==> src/rtl/word_packer_pkg.sv <==
// -----------------------------------------------------------------------------
// Shared types for the byte-FIFO -> wide-beat packing path.
//
//   fifo_types   : word_t, the FIFO entry type (one byte).
//   packer_types : pk_state_e FSM encoding, the PK_WORDS_MAX limit and
//                  pk_count_width(), which sizes the word counter and len_o.
//
// fifo_types must be compiled before packer_types. Both packages live in this
// file so that order always holds.
// -----------------------------------------------------------------------------

package fifo_types;

  typedef logic [7:0] word_t;

endpackage : fifo_types

package packer_types;

  import fifo_types::word_t;

  // FILL: collecting words into lanes. HOLD: a complete beat is on data_o.
  typedef enum logic {
    FILL = 1'b0,
    HOLD = 1'b1
  } pk_state_e;

  // Largest supported beat width, in words.
  localparam int PK_WORDS_MAX = 16;

  // The counter must hold every value from 0 to WORDS inclusive, so it needs
  // $clog2(WORDS+1) bits rather than $clog2(WORDS).
  function automatic int pk_count_width(input int words);
    return $clog2(words + 1);
  endfunction

endpackage : packer_types

==> src/rtl/word_packer.sv <==
// -----------------------------------------------------------------------------
// word_packer
//
// Pops byte entries from the upstream FIFO using its valid/yumi handshake and
// packs WORDS consecutive entries into one wide beat. The beat is offered
// downstream on a valid/ready handshake. While a beat is waiting, the FIFO is
// popped only if that beat retires in the same cycle. The retiring cycle can
// also load the first word of the next beat, so a continuous stream moves
// WORDS words every WORDS cycles with no bubble.
//
// Parameters
//   WORDS      words per beat, legal range 2..PK_WORDS_MAX (16)
//
// Ports
//   clk        rising-edge clock
//   reset_n    asynchronous active-low reset
//   valid_i    FIFO has data (head entry on data_i)
//   data_i     FIFO head entry (word_t)
//   yumi_o     pop the FIFO this cycle. Combinational, and never high while
//              valid_i is low.
//   valid_o    packed beat available (registered)
//   data_o     packed beat. Word k is at data_o[8k +: 8], and k=0 is the
//              first word popped. Lanes not written in this beat read 0.
//   len_o      number of valid words in the beat, 1..WORDS (registered)
//   ready_i    downstream takes the beat when valid_o && ready_i
//   flush_i    close a partial beat early. This port exists only when
//              PACKER_FLUSH_EN is defined.
//
// Configuration
//   PACKER_FLUSH_EN  When defined, the flush_i port is added. A flush in FILL
//                    includes any pop in the same cycle and then presents
//                    whatever has been collected. If nothing has been
//                    collected, the flush is ignored. A flush in HOLD is also
//                    ignored. When the macro is undefined, len_o equals WORDS
//                    whenever valid_o is 1.
// -----------------------------------------------------------------------------

module word_packer
  import fifo_types::*;
  import packer_types::*;
#(
  parameter  int WORDS = 4,
  localparam int CW    = pk_count_width(WORDS)
) (
  input  logic               clk,
  input  logic               reset_n,
  input  logic               valid_i,
  input  word_t              data_i,
  output logic               yumi_o,
  output logic               valid_o,
  output logic [8*WORDS-1:0] data_o,
  output logic [CW-1:0]      len_o,
  input  logic               ready_i
`ifdef PACKER_FLUSH_EN
  ,
  input  logic               flush_i
`endif
);

  pk_state_e           state_q, state_d;
  logic [CW-1:0]       count_q, count_d;
  logic [CW-1:0]       count_inc;
  word_t [WORDS-1:0]   lanes_q, lanes_d;
  logic [CW-1:0]       len_q, len_d;
  logic                valid_q, valid_d;

  // Pop whenever the FIFO has data and there is room for it. In FILL a lane is
  // always free. In HOLD there is room only if the current beat retires in
  // this cycle. Neither case needs to know the counter value.
  assign yumi_o = valid_i && ((state_q == FILL) || ((state_q == HOLD) && ready_i));

  // Count after this cycle's pop. This value is meaningful only in FILL.
  assign count_inc = count_q + CW'(yumi_o);

  always_comb begin
    // NOTE: every next-state signal takes its held value first, so no path
    // through the case below leaves a signal unassigned and no latch is
    // inferred.
    state_d = state_q;
    count_d = count_q;
    lanes_d = lanes_q;
    len_d   = len_q;
    valid_d = valid_q;

    case (state_q)
      FILL: begin
        // Lane write enable is a decode of the counter. The loop avoids
        // indexing with a counter that is one bit wider than the lane index.
        if (yumi_o) begin
          for (int k = 0; k < WORDS; k++) begin
            if (count_q == CW'(k)) lanes_d[k] = data_i;
          end
        end
        count_d = count_inc;

        if (count_inc == CW'(WORDS)) begin
          // The last word fills the beat. A flush in this same cycle changes
          // nothing, because the beat is already full.
          state_d = HOLD;
          len_d   = CW'(WORDS);
          valid_d = 1'b1;
        end
`ifdef PACKER_FLUSH_EN
        else if (flush_i && (count_inc != '0)) begin
          // A partial beat closes here. Any pop in this cycle is already
          // counted in count_inc.
          state_d = HOLD;
          len_d   = count_inc;
          valid_d = 1'b1;
        end
`endif
      end

      HOLD: begin
        // valid_o depends only on state, so the beat is stable until ready_i.
        if (ready_i) begin
          state_d = FILL;
          valid_d = 1'b0;
          len_d   = '0;
          lanes_d = '0;
          if (valid_i) begin
            // Zero-bubble refill: the word popped while the beat retires
            // becomes lane 0 of the next beat.
            lanes_d[0] = data_i;
            count_d    = CW'(1);
          end else begin
            count_d    = '0;
          end
        end
      end

      default: begin
        state_d = FILL;
      end
    endcase
  end

  // NOTE: the lane storage is reset along with the control state. data_o must
  // read 0 after reset, and a reset in the middle of a beat must discard the
  // partial data, so the lanes cannot be left unreset.
  always_ff @(posedge clk or negedge reset_n) begin
    if (!reset_n) begin
      state_q <= FILL;
      count_q <= '0;
      lanes_q <= '0;
      len_q   <= '0;
      valid_q <= 1'b0;
    end else begin
      // NOTE: registers update only with non-blocking assignments. Every
      // next-state value is computed beforehand in always_comb.
      state_q <= state_d;
      count_q <= count_d;
      lanes_q <= lanes_d;
      len_q   <= len_d;
      valid_q <= valid_d;
    end
  end

  assign valid_o = valid_q;
  assign data_o  = lanes_q;
  assign len_o   = len_q;

endmodule : word_packer
==> config.mk <==
export PLATFORM = sky130hd
export DESIGN_NAME = word_packer
export DESIGN_NICKNAME = d
export VERILOG_FILES = /design/src/rtl/word_packer_pkg.sv /design/src/rtl/word_packer.sv
export SDC_FILE = /design/constraint.sdc
export NUM_CORES = 1
export LEC_CHECK = 0
export BUFFER_PORTS_ARGS = -buffer_cell sky130_fd_sc_hd__buf_2
export CAP_MARGIN = 30
export CORE_MARGIN = 10
export CORE_UTILIZATION = 50
export DETAILED_ROUTE_END_ITERATION = 8
export PLACE_DENSITY = 0.82
export SETUP_SLACK_MARGIN = 0.3
export SYNTH_ARGS = -nofsm -noshare
export SYNTH_HDL_FRONTEND = slang
export SYNTH_SLANG_ARGS = --single-unit
==> constraint.sdc <==
create_clock -name clk -period 2.2 [get_ports clk]
set_input_delay 0.55 -clock clk [delete_from_list [all_inputs] [get_ports clk]]
set_output_delay 0.55 -clock clk [all_outputs]
set_load 0.05 [all_outputs]
# Yosys cells after proc, flatten, opt, wreduce, memory -nomap -nowiden
# Index checks and enable logic that the tools add are counted.
# W data, S select, Z words.
# totals
regBits,40
wordCells,50
input_bits,12
# op_classes
n_eq_ne,11
bitwise,1
n_mux,20
addsub,1
reduce_logical,9
# op_table
cell,n
$mux W32,2
$pmux W32 S2,1
$mux W8,5
$pmux W3 S2,2
$reduce_and A3 Y1,4
$ne A2 B1 Y1 const B,5
$mux W3,3
$eq A3 B2 Y1 const B,2
$mux W1,5
$ne A2 B2 Y1 const B,2
$pmux W1 S2,2
$add A3 B1 Y3,1
$eq A3 B1 Y1 const B,1
$eq A3 B3 Y1 const B,1
$logic_not A3 Y1,1
$logic_and A1 B1 Y1,2
$reduce_and A2 Y1,1
$logic_or A1 B1 Y1,1
$not A1 Y1,1

# Logic depth before layout (Yosys ltp)
# logic_depth
word_depth,7
ltp_mapped,8
mapped_depth_nobuf,7

# Least setup slack after synthesis
# OpenSTA, ideal clock, no wires.
# synth_timing
path_kind,input-to-reg
from,input valid_i
to,register state_q
arrival_ps,2286
cell_stages,6
path_slack_ps,-149
required_time_ps,2137
setup_ps,63
path_cell_list,inv_1 nor2_1 ha_1 ha_1 nor4_1 or2_2
# synth_via
elab_chain_cells,5
# synth_lines
element,line,source
"start, declared",word_packer.sv:47,"input logic valid_i,"
$logic_and A1 B1 Y1,word_packer.sv:70,assign yumi_o = valid_i && ((state_q == FILL) || ((state_q == HOLD) && ready_i));
named net yumi_o,word_packer.sv:49,"output logic yumi_o,"
$add A3 B1 Y3,word_packer.sv:73,assign count_inc = count_q + CW'(yumi_o);
$eq A3 B3 Y1,word_packer.sv:96,if (count_inc == CW'(WORDS)) begin
$mux W1,word_packer.sv:96,
$pmux W1 S2,word_packer.sv:85,case (state_q)
named net state_d,word_packer.sv:60,"pk_state_e state_q, state_d;"
"end signal, assigned",word_packer.sv:151,state_q <= state_d;
"end, declared",word_packer.sv:60,
# The timed path passes the listed nets, and every way through them passes these cells.
# A chain may end at the register's enable or synchronous reset.

# Final worst setup path
# layout_timing
from,register state_q
to,output yumi_o
# layout_via
elab_chain_cells,3
elab_cells_between_ends,4
cone_classes,1 x bitwise; 3 x reduce/logical
# layout_lines
element,line
$logic_and A1 B1 Y1 / $not A1 Y1 (equally long branches),-
$logic_or A1 B1 Y1 *,word_packer.sv:70
$logic_and A1 B1 Y1 *,word_packer.sv:70
"end, declared",word_packer.sv:49
# Mark *: on every way between the ends. The rest lies on a longest branch, timed or not.

==> flow_summary.toml <==
[run_status]
outcome = "completed"

[synth]
ys_types = 30
synth_commonest_cells = "37 x dfrtp_1, 19 x nand2_1, 18 x o21ai_0, 16 x nand3_1, 10 x inv_1"
synth_area_leaders = "dfrtp_1 56%, o21ai_0 5.5%, nand3_1 4.9%, nand2_1 4.3%, a22o_1 4.3%"
yosysWarnings = 0
async_flop_share_pct = 100
synth_top_area_share_pct = 56.3
seq_area_frac_synth_pct = 56.3
netlist_area_um2 = 1640
synth_flop_cell = "dfrtp_1"
avgSynthCellArea_um2 = 10.3
syn_inst = 160
yosysTopAreaCell = "dfrtp_1"
synth_edf_count = 0
ys_ff_latch = 37
synth_most_common_cell = "dfrtp_1"

[sta]
post-route-min-period_ns = 1.85
worstMarginPinSlew_ns = 0.780
finalHoldViolations = 0
final-max-slew-violation-count = 0
fin_crit_sh_pct = 84.2
rsz0062_at_grt = "false"
setup_tns_ns = 0
skew_ns = 0.0135
clock.fmax_mhz = 540
relSlewSlack_pct = 48.0
holdWs_ns = 0.280
setup_viol = 0

[worst_setup_path]
path_class = "flop to output port"
cp-end-kind = "output port"
crit_buf_inv = 1
cp_cell_sequence = "nor2b_4 -> nor2_4 -> buf_4"
startpoint_type = "flop"
rr_worst_depth = 7
reg2reg_to = "state_q$_DFF_PN0_"
cp_max_fo = 7
r2r_start = "state_q$_DFF_PN0_"
cpPeakStageDelay_ns = 0.47
ff2ff_setup_slack_ns = 0.41
arrival_ns = 1.30
crit_required_ns = 1.65
slowest_stage = "dfrtp_2"
critical-path-top-delay-family = "flip-flops"

[route]
first_iter_violations = 103
vias_per_cell = 5.46
route.vias.total = 1375
routed_wl_um = 4190
drc = 0
ant_nets = 0
avgRoutedWirePerCell_um = 16.6
first_pass_iters = 4

[clocking]
root_buffer = "clkbuf_4"
htree_levels = 2
clock-sinks = 37
cts_tree = "built"
cts-hold-fix-buffers = 0
clk_latency_ns = 0.34
cts_buffers = 5
clk_pin_slew_worst_paths_ns = 0.11
cts.path.max_buffers = 2

[floorplanning]
die_y_um = 77.3
placementRows = 20
io_pins = 49
die_area_um2 = 5980
initial_core_util_pct = 53.0
die-width_um = 77.3
core_um2 = 3100

[layout]
layout.nets = 221
syn_to_final_growth_pct = 22.8
drive_above_1_share_pct = 34.1
antennaDiodeCount = 0
fin_util_pct = 65.0

[placed_design]
gp_congestion = 0.838
portBuffers = 46
dp_hpwl_um = 3180

[job]
drv.max_cap_violation_count = 0

[grt]
grt_pass1_vias = 1395
grt_max_degree = 38
grt_overflow_total = 0
antenna_found_initial = 0
grt_first_pass_wirelength_um = 6930
grt_use_total_pct = 14.0

[min_path]
hold_path.class = "input pin to async pin"
==> metal layers <==
metal	share of wire [%]	global-route usage (%)	wire length [um]
met1	41	17.1	1710
met5	0	0	0
met3	8.1	5.76	341
met2	50	22.7	2090
met4	1.2	3.10	50
==> cells in the final DEF (no fill, tap or decap) <==
cell type / synthesis / layout
and3b_1: 1 / 1
nand4bb_1: 1 / 1
a22o_1: 8 / 8
nand3_1: 16 / 16
mux2i_1: 1 / 1
a21oi_4: 1 / 1
nor2b_4: 0 / 1
clkinv_2: 0 / 1
nand2_1: 19 / 19
nor4_2: 0 / 1
dfrtp_1: 37 / 36
xnor2_2: 0 / 1
clkbuf_4: 0 / 5
dfrtp_2: 0 / 1
o211ai_1: 8 / 8
or2_2: 1 / 1
nor2_1: 3 / 2
conb_1: 1 / 2
or4_4: 1 / 1
o21a_4: 1 / 1
o31ai_1: 8 / 8
and2_1: 1 / 1
clkbuf_8: 0 / 2
a21oi_1: 1 / 1
nor2b_1: 2 / 1
buf_4: 3 / 9
o21ai_0: 18 / 18
buf_2: 2 / 45
a21o_1: 1 / 1
and2_0: 1 / 1
inv_1: 10 / 10
nor2_4: 0 / 1
ha_1: 2 / 2
==> final cells by class <==
type | count | area, um^2
Tap cell | 44 | 55.1
Inverter | 10 | 37.5
Multi-Input combinational cell | 99 | 636
Fill cell | 257 | 1080
Sequential cell | 37 | 927
Clock inverter | 1 | 5.00
Clock buffer | 7 | 65.1
Timing Repair Buffer | 54 | 293
==> registers in the layout, indices dropped and copies added, names as in the netlist <==
signal / count
data_o: 32
len_o: 1
state_q: 1
count_q: 3
==> repair_timing <==
action,CTS,global route
buffers inserted,0,2
resized for setup,3,1
endpoints found under the setup margin,2,2
==> cell families (layout without fill, tap and decap cells) <==
logic type	Yosys count	count (layout)	synth area share, %
AOI/OAI and AO/OA	46	46	19.7
xor gates and xnor gates	1	1	0.533
adders and majority gates	2	2	1.52
buffers and inverters	25	72	7.00
DFF	37	37	56.3
muxes	1	1	0.609
other	1	2	0.228
and+or+nand+nor	47	47	14.1
==> worst max-delay path by stage <==
| stage | start | endpoint | cells after the start | slack (ns) |
|---|---|---|---|---|
| global route | state_q$_DFF_PN0_ | yumi_o | 3 | 0.32 |
| floorplan | state_q$_DFF_PN0_ | state_q$_DFF_PN0_ | 8 | 0.31 |
| finish | state_q$_DFF_PN0_ | yumi_o | 3 | 0.35 |
| detailed placement | ready_i | state_q$_DFF_PN0_ | 8 | 0.09 |
| global placement | ready_i | state_q$_DFF_PN0_ | 8 | 0.26 |
| CTS | state_q$_DFF_PN0_ | state_q$_DFF_PN0_ | 7 | 0.33 |
==> metrics by stage <==
step,setup slack [ns],instances,area (um^2)
final,0.347,252,2020
after global routing,0.316,252,2020
after CTS,0.327,250,2000
after detailed placement,0.0876,242,1920
after global placement,0.257,242,1920
after floorplan,0.315,161,1660
Power is not shown: default switching activity piles up to over one toggle a cycle in this logic, so the estimate is an artifact.
